===== config.mk =====
export PLATFORM = sky130hd
export DESIGN_NAME = spi_master_param_flat
export DESIGN_NICKNAME = d
export VERILOG_FILES = /design/src/rtl/spi_pkg.sv /design/src/rtl/spi_master_param_if.sv /design/src/rtl/spi_clkgen.sv /design/src/rtl/spi_master_param.sv /design/src/flat_wrapper.sv
export SDC_FILE = /design/constraint.sdc
export NUM_CORES = 1
export LEC_CHECK = 0
export CORE_MARGIN = 2
export CORE_UTILIZATION = 49
export DETAILED_ROUTE_END_ITERATION = 8
export PLACE_DENSITY = 0.79
export SYNTH_ARGS = -nofsm -noshare
export SYNTH_HDL_FRONTEND = slang
export SYNTH_SLANG_ARGS = --single-unit

===== constraint.sdc =====
create_clock -name clk -period 2 [get_ports clk]
set_clock_uncertainty 0.1 [all_clocks]
set_input_delay 0.5 -clock clk [delete_from_list [all_inputs] [get_ports clk]]
set_output_delay 0.5 -clock clk [all_outputs]
set_load 0.05 [all_outputs]

===== src/rtl/spi_pkg.sv =====
// rtl/spi_pkg.sv - shared types, SPI mode constants and cs_sel width helper
package spi_pkg;

    typedef enum logic [1:0] {
        IDLE  = 2'd0,
        SETUP = 2'd1,
        XFER  = 2'd2,
        HOLD  = 2'd3
    } state_t;

    // SPI modes encoded as {cpol, cpha}
    localparam logic [1:0] MODE0 = 2'b00;
    localparam logic [1:0] MODE1 = 2'b01;
    localparam logic [1:0] MODE2 = 2'b10;
    localparam logic [1:0] MODE3 = 2'b11;

    // A single chip select still needs a 1-bit index port
    function automatic int cs_w(input int n);
        return (n > 1) ? $clog2(n) : 1;
    endfunction

endpackage


===== src/rtl/spi_master_param_if.sv =====
// rtl/spi_master_param_if.sv - request/status/pin bundle for spi_master_param
// Signals: wr, din, cs_sel, divisor, cpol, cpha (request); busy, done, dout
// (status); sck, mosi, miso, cs_n (SPI pins). SPI_LSBFIRST_EN adds lsb_first.
// Modport master: the requester and attached SPI slave. Modport slave: the SPI master block.
interface spi_master_param_if #(
    parameter int DATA_W = 8,
    parameter int NCS    = 1,
    parameter int DIV_W  = 8
) ();
    import spi_pkg::*;

    localparam int CS_W = cs_w(NCS);

    logic              wr;
    logic [DATA_W-1:0] din;
    logic [CS_W-1:0]   cs_sel;
    logic [DIV_W-1:0]  divisor;
    logic              cpol;
    logic              cpha;
    logic              busy;
    logic              done;
    logic [DATA_W-1:0] dout;
    logic              sck;
    logic              mosi;
    logic              miso;
    logic [NCS-1:0]    cs_n;
`ifdef SPI_LSBFIRST_EN
    logic              lsb_first;

    modport master (
        output wr, din, cs_sel, divisor, cpol, cpha, miso, lsb_first,
        input  busy, done, dout, sck, mosi, cs_n
    );
    modport slave (
        input  wr, din, cs_sel, divisor, cpol, cpha, miso, lsb_first,
        output busy, done, dout, sck, mosi, cs_n
    );
`else
    modport master (
        output wr, din, cs_sel, divisor, cpol, cpha, miso,
        input  busy, done, dout, sck, mosi, cs_n
    );
    modport slave (
        input  wr, din, cs_sel, divisor, cpol, cpha, miso,
        output busy, done, dout, sck, mosi, cs_n
    );
`endif

endinterface


===== src/rtl/spi_clkgen.sv =====
// rtl/spi_clkgen.sv - half-period tick generator and sck edge counter
// Ports: clk, resetb (sync, active-low); i_start loads divisor and clears the
// edge count; i_run enables ticking; i_xfer lets ticks advance the edge count;
// i_div divisor; o_tick every divisor+1 cycles; o_lead marks a leading edge;
// o_last marks the final (2*DATA_W-th) edge.
module spi_clkgen #(
    parameter int DATA_W = 8,
    parameter int DIV_W  = 8
) (
    input  logic             clk,
    input  logic             resetb,
    input  logic             i_start,
    input  logic             i_run,
    input  logic             i_xfer,
    input  logic [DIV_W-1:0] i_div,
    output logic             o_tick,
    output logic             o_lead,
    output logic             o_last
);
    localparam int EW = $clog2(2 * DATA_W);

    logic [DIV_W-1:0] r_div;
    logic [DIV_W:0]   r_cnt;
    logic [EW-1:0]    r_edge;

    always_ff @(posedge clk) begin
        if (!resetb) begin
            r_div  <= '0;
            r_cnt  <= '0;
            r_edge <= '0;
        end else if (i_start) begin
            r_div  <= i_div;
            r_cnt  <= {1'b0, i_div};
            r_edge <= '0;
        end else if (o_tick) begin
            r_cnt <= {1'b0, r_div};
            if (i_xfer)
                r_edge <= o_last ? '0 : r_edge + EW'(1);
        end else if (i_run) begin
            r_cnt <= r_cnt - 1'b1;
        end
    end

    assign o_tick = i_run && (r_cnt == '0);
    // Even-numbered edges (0, 2, ...) move sck away from its idle level
    assign o_lead = ~r_edge[0];
    assign o_last = (r_edge == EW'(2 * DATA_W - 1));

endmodule


===== src/rtl/spi_master_param.sv =====
// rtl/spi_master_param.sv - parameterised SPI master: FSM, shift registers, pin drivers
// Ports: clk, resetb (sync, active-low); bus (spi_master_param_if.slave):
//   wr/din/cs_sel/divisor/cpol/cpha request, busy/done/dout status,
//   sck/mosi/miso/cs_n SPI pins.
// Macro SPI_LSBFIRST_EN: adds bus.lsb_first for LSB-first shifting.
module spi_master_param #(
    parameter int DATA_W = 8,
    parameter int NCS    = 1,
    parameter int DIV_W  = 8
) (
    input  logic              clk,
    input  logic              resetb,
    spi_master_param_if.slave bus
);
    import spi_pkg::*;

    localparam int CS_W = cs_w(NCS);

    state_t            r_state, w_state_nxt;
    logic              r_cpol, r_cpha, r_done, r_sck, r_mosi;
    logic [CS_W-1:0]   r_cs_sel;
    logic [DATA_W-1:0] r_tx, r_rx, r_dout;
    logic [NCS-1:0]    w_cs_n;
    logic              w_lsb_wr, w_lsb;
    logic              w_busy, w_in_xfer, w_accept, w_tick, w_lead_edge, w_last_edge;
    logic              w_xfer_tick, w_lead, w_trail, w_sample, w_drive, w_finish;

`ifdef SPI_LSBFIRST_EN
    logic r_lsb;

    always_ff @(posedge clk) begin
        if (!resetb)
            r_lsb <= 1'b0;
        else if (w_accept)
            r_lsb <= bus.lsb_first;
    end

    assign w_lsb_wr = bus.lsb_first;
    assign w_lsb    = r_lsb;
`else
    assign w_lsb_wr = 1'b0;
    assign w_lsb    = 1'b0;
`endif

    assign w_busy    = (r_state != IDLE);
    assign w_in_xfer = (r_state == XFER);
    // The done cycle is already IDLE, so a wr there must be rejected explicitly
    assign w_accept  = (r_state == IDLE) && bus.wr && !r_done;

    spi_clkgen #(
        .DATA_W(DATA_W),
        .DIV_W (DIV_W)
    ) u_clkgen (
        .clk    (clk),
        .resetb (resetb),
        .i_start(w_accept),
        .i_run  (w_busy),
        .i_xfer (w_in_xfer),
        .i_div  (bus.divisor),
        .o_tick (w_tick),
        .o_lead (w_lead_edge),
        .o_last (w_last_edge)
    );

    assign w_xfer_tick = w_in_xfer && w_tick;
    assign w_lead      = w_xfer_tick && w_lead_edge;
    assign w_trail     = w_xfer_tick && !w_lead_edge;
    assign w_sample    = r_cpha ? w_trail : w_lead;
    // cpha=0 preloads the first bit at accept, so the final trailing edge has nothing left to drive
    assign w_drive     = r_cpha ? w_lead : (w_trail && !w_last_edge);
    assign w_finish    = (r_state == HOLD) && w_tick;

    always_ff @(posedge clk) begin
        if (!resetb)
            r_state <= IDLE;
        else
            r_state <= w_state_nxt;
    end

    always_comb begin
        w_state_nxt = r_state;
        case (r_state)
            IDLE:    if (w_accept)                w_state_nxt = SETUP;
            SETUP:   if (w_tick)                  w_state_nxt = XFER;
            XFER:    if (w_tick && w_last_edge)   w_state_nxt = HOLD;
            HOLD:    if (w_tick)                  w_state_nxt = IDLE;
            default:                              w_state_nxt = IDLE;
        endcase
    end

    always_ff @(posedge clk) begin
        if (!resetb) begin
            r_cpol   <= 1'b0;
            r_cpha   <= 1'b0;
            r_cs_sel <= '0;
            r_tx     <= '0;
            r_rx     <= '0;
            r_dout   <= '0;
            r_done   <= 1'b0;
            r_sck    <= 1'b0;
            r_mosi   <= 1'b0;
        end else begin
            r_done <= w_finish;
            if (w_accept) begin
                r_cpol   <= bus.cpol;
                r_cpha   <= bus.cpha;
                r_cs_sel <= bus.cs_sel;
                r_sck    <= bus.cpol;
                r_rx     <= '0;
                if (!bus.cpha) begin
                    r_mosi <= w_lsb_wr ? bus.din[0] : bus.din[DATA_W-1];
                    r_tx   <= w_lsb_wr ? (bus.din >> 1) : (bus.din << 1);
                end else begin
                    r_tx   <= bus.din;
                end
            end else begin
                if (w_xfer_tick)
                    r_sck <= ~r_sck;
                if (w_drive) begin
                    r_mosi <= w_lsb ? r_tx[0] : r_tx[DATA_W-1];
                    r_tx   <= w_lsb ? (r_tx >> 1) : (r_tx << 1);
                end
                if (w_sample)
                    r_rx <= w_lsb ? {bus.miso, r_rx[DATA_W-1:1]}
                                  : {r_rx[DATA_W-2:0], bus.miso};
                if (w_finish)
                    r_dout <= r_rx;
            end
        end
    end

    // Out-of-range cs_sel matches no line, so the transfer runs with all selects high
    always_comb begin
        w_cs_n = '1;
        for (int i = 0; i < NCS; i++)
            if (w_busy && (r_cs_sel == CS_W'(i)))
                w_cs_n[i] = 1'b0;
    end

    assign bus.busy = w_busy;
    assign bus.done = r_done;
    assign bus.dout = r_dout;
    assign bus.sck  = r_sck;
    assign bus.mosi = r_mosi;
    assign bus.cs_n = w_cs_n;

endmodule


===== src/flat_wrapper.sv =====
// flat-port wrapper written by rule: the top's interface ports become plain ports
module spi_master_param_flat import spi_pkg::*;
#(
    parameter int DATA_W = 8,
    parameter int NCS    = 1,
    parameter int DIV_W  = 8
)
  (clk, resetb, bus_wr, bus_din, bus_cs_sel, bus_divisor, bus_cpol, bus_cpha, bus_miso, bus_busy, bus_done, bus_dout, bus_sck, bus_mosi, bus_cs_n);
  spi_master_param_if #(.DATA_W(DATA_W), .NCS(NCS), .DIV_W(DIV_W)) bus_i ();
  input  logic clk;
  input  logic resetb;
  input wire logic [$bits(bus_i.wr)-1:0] bus_wr;
  input wire logic [$bits(bus_i.din)-1:0] bus_din;
  input wire logic [$bits(bus_i.cs_sel)-1:0] bus_cs_sel;
  input wire logic [$bits(bus_i.divisor)-1:0] bus_divisor;
  input wire logic [$bits(bus_i.cpol)-1:0] bus_cpol;
  input wire logic [$bits(bus_i.cpha)-1:0] bus_cpha;
  input wire logic [$bits(bus_i.miso)-1:0] bus_miso;
  output wire logic [$bits(bus_i.busy)-1:0] bus_busy;
  output wire logic [$bits(bus_i.done)-1:0] bus_done;
  output wire logic [$bits(bus_i.dout)-1:0] bus_dout;
  output wire logic [$bits(bus_i.sck)-1:0] bus_sck;
  output wire logic [$bits(bus_i.mosi)-1:0] bus_mosi;
  output wire logic [$bits(bus_i.cs_n)-1:0] bus_cs_n;
  assign bus_i.wr = bus_wr;
  assign bus_i.din = bus_din;
  assign bus_i.cs_sel = bus_cs_sel;
  assign bus_i.divisor = bus_divisor;
  assign bus_i.cpol = bus_cpol;
  assign bus_i.cpha = bus_cpha;
  assign bus_i.miso = bus_miso;
  assign bus_busy = bus_i.busy;
  assign bus_done = bus_i.done;
  assign bus_dout = bus_i.dout;
  assign bus_sck = bus_i.sck;
  assign bus_mosi = bus_i.mosi;
  assign bus_cs_n = bus_i.cs_n;
  spi_master_param #(.DATA_W(DATA_W), .NCS(NCS), .DIV_W(DIV_W)) u_core (.clk(clk), .resetb(resetb), .bus(bus_i));
endmodule

==> results.cfg <==
[global_routing]
antenna_found_initial = 0
gr-usage-all-layers = 0.208
overflow = 0
grt_max_degree = 29
grt_pass1_wl_mm = 9.98
grt_pass1_vias = 2170

[die]
die_area_um2 = 5860
io_pins = 36
core-area_um2 = 5110
rows = 26
die_x_um = 76.5
initial_core_util = 0.505
fp.dieH_um = 76.5

[run_status]
outcome = finished clean

[route]
routed_wl_mm = 6.00
drtIter0Drc = 155
routedWlPerCell_um = 14.1
num_vias = 2390
viasPerCell = 5.61
drc = 0
antenna_left = 0
first_pass_iters = 4

[synthesis]
yosys_register_bits = 52
synth_area_um2 = 2580
async_flop_share = 0
syn_nets = 334
yosys_warnings = 0
synthCells = 303
yosysUniqueCellTypes = 57
synth-edff-count = 0
synthFlopType = dfxtp_1
avgSynthCellArea_um2 = 8.51
synth-seq-area-share = 0.404

[sta]
timing.fmax_ghz = 0.523
slew_headroom = 0.797
period_share = 0.957
timing.hold.ws_ns = 0.357
worst_pin_slew_ns = 0.302
timing_hold_violations_final = 0
layout_setup_ws_ns = 0.0870
maxSlewViolCount = 0
period_needed_ns = 1.91
setup_tns_ns = 0
rsz0062_at_grt = true
setup_viol = 0

[power]
pwr-share-seq = 0.339
switching_share = 0.394
p_leak_nw = 1.28
p_sw_w = 0.00163
clkPwrFrac = 0.147
p_comb_frac = 0.514
p_int_w = 0.00250
power.density_nw_per_um2 = 1240
ir_drop_mv = 1.13

[setup_path]
required_ns = 1.40
cp-start-kind = register
end_kind = output port
critPathLaunch = u_core.r_state[1]
rr_startpoint = u_core.u_clkgen.r_cnt[1]
critPathKind = reg2out
crit_path_max_fanout = 6
critPathSlowestCell = dfxtp_4
crit_path_max_incr_delay_ns = 0.38
arrival_ns = 1.31
crit_chain = inv_2, ha_4, or2_4, buf_8

[flow_run]
max-cap-violations = 0

[placement]
dpl.hpwl_mm = 4.20
io_buffers = 35
dp_slack_ns = -0.0575
place_congestion = 0.854

[finish]
layout_common_cells = dfxtp_1, nand2_1, a21oi_1, buf_4, nand3_1
antenna_cells = 0
nets = 386
fillers = 432
layout_commonest_cell = dfxtp_1
syn2layout_area_growth_pct = 29.2
final_layout_size_suffix_gt1_frac = 0.199

[min_path]
hp-class = reg2reg
min_from = u_core.u_clkgen.r_div[2]

[cts]
clk_latency_ns = 0.30
clock_path_buffers = 2
cts_hold_buf = 0
htreeDepth = 2
clock_sinks = 52
clk_pin_slew_ns = 0.09
root_buffer = clkbuf_8
cts_buffers = 5
cts_tree = done
-- layer usage --
metal | GRT usage | up-vias | routed length, µm
met5 | 0 | - | 0
li1 | - | 1205 | -
met3 | 0.0438 | 10 | 176
met2 | 0.338 | 41 | 2920
met4 | 0.0727 | 0 | 109
met1 | 0.274 | 1134 | 2790
-- cells in the mapped netlist (all sizes together) (2+ instances only) --
cell type	number	area, µm²
dfxtp	52	1040
nand2	38	143
a21oi	34	170
nand3	24	125
o21ai	19	95.1
clkbuf	13	48.8
nor2	13	48.8
ha	8	100
nor3	8	50.1
mux2i	7	70.1
inv	6	22.5
a211oi	5	37.5
buf	5	36.3
or3	5	31.3
a2111oi	4	45.0
a31oi	4	25.0
and2	4	25.0
nand2b	4	32.5
nor2b	4	25.0
a21boi	3	22.5
a2bb2oi	3	26.3
mux2	3	33.8
nand4	3	25.0
o311a	3	30.0
xnor2	3	26.3
xor2	3	26.3
nor4	2	12.5
o22ai	2	12.5
or2	2	12.5
-- flip-flops by register name, summed over array words and instances (netlist names) --
signal	count
u_core.bus.dout	8
u_core.bus.mosi	1
u_core.bus.sck	1
u_core.r_tx	8
u_core.bus.done	1
u_core.r_state	2
u_core.r_cpha	1
u_core.r_rx	8
u_core.u_clkgen.r_div	8
u_core.u_clkgen.r_cnt	9
u_core.r_cs_sel	1
u_core.u_clkgen.r_edge	4
-- worst max-delay path: cells and delay by family, from the launching register on --
kind                       cells  cell delay [ns]
DFF                            1             0.38
buffers and inverters          2             0.21
adders and majority gates      1             0.17
and+or+nand+nor                1             0.25
-- power by group through the flow --
stage          registers, W  logic (W)  clock network [W]
2_1_floorplan       0.00138    0.00129                  0
3_3_place_gp        0.00139    0.00189                  0
3_5_place_dp        0.00140    0.00193                  0
4_1_cts             0.00138    0.00199           0.000629
5_1_grt             0.00142    0.00234           0.000672
6_report            0.00140    0.00212           0.000608
-- metrics by stage --
stage	std cells	power (W)	utilization	instance area, µm²
final	426	0.00413	0.652	3330
after global routing	426	0.00443	0.652	3330
after CTS	423	0.00400	0.637	3260
after detailed placement	415	0.00333	0.616	3150
after global placement	415	0.00328	0.616	3150
after floorplan	303	0.00267	-	2580
-- path summary, 6_finish.rpt --
| kind | endpoint | slack, ns | depth (start not counted) |
|---|---|---|---|
| max reg2reg | u_core.bus.dout[3] | 0.09 | 7 |
| min | u_core.u_clkgen.r_div[2] | 0.36 | 2 |
| min reg2reg | u_core.u_clkgen.r_div[2] | 0.36 | 2 |
| max | bus_cs_n | 0.09 | 4 |
-- kinds of logic after synthesis --
family | Yosys count | synth area share
and+or+nand+nor | 115 | 0.237
AOI/OAI and AO/OA | 87 | 0.217
DFF | 52 | 0.404
buffers and inverters | 25 | 0.0432
muxes | 10 | 0.0403
adders and majority gates | 8 | 0.0388
xor gates and xnor gates | 6 | 0.0204
-- what timing repair did --
item / in CTS / in global routing
setup buffers: 0 / 3
pin swaps: 0 / 1
gates resized for setup: 7 / 13
setup endpoints to repair: 2 / 24
-- final cells by class --
type | count | area [µm²] | area share
Sequential cell | 52 | 1050 | 0.314
Clock buffer | 8 | 90.1 | 0.0271
Multi-Input combinational cell | 226 | 1470 | 0.443
Tap cell | 70 | 87.6 | 0.0263
Timing Repair Buffer | 63 | 606 | 0.182
Inverter | 7 | 26.3 | 0.00789
No activity file was read; power rests on OpenSTA's default activity.
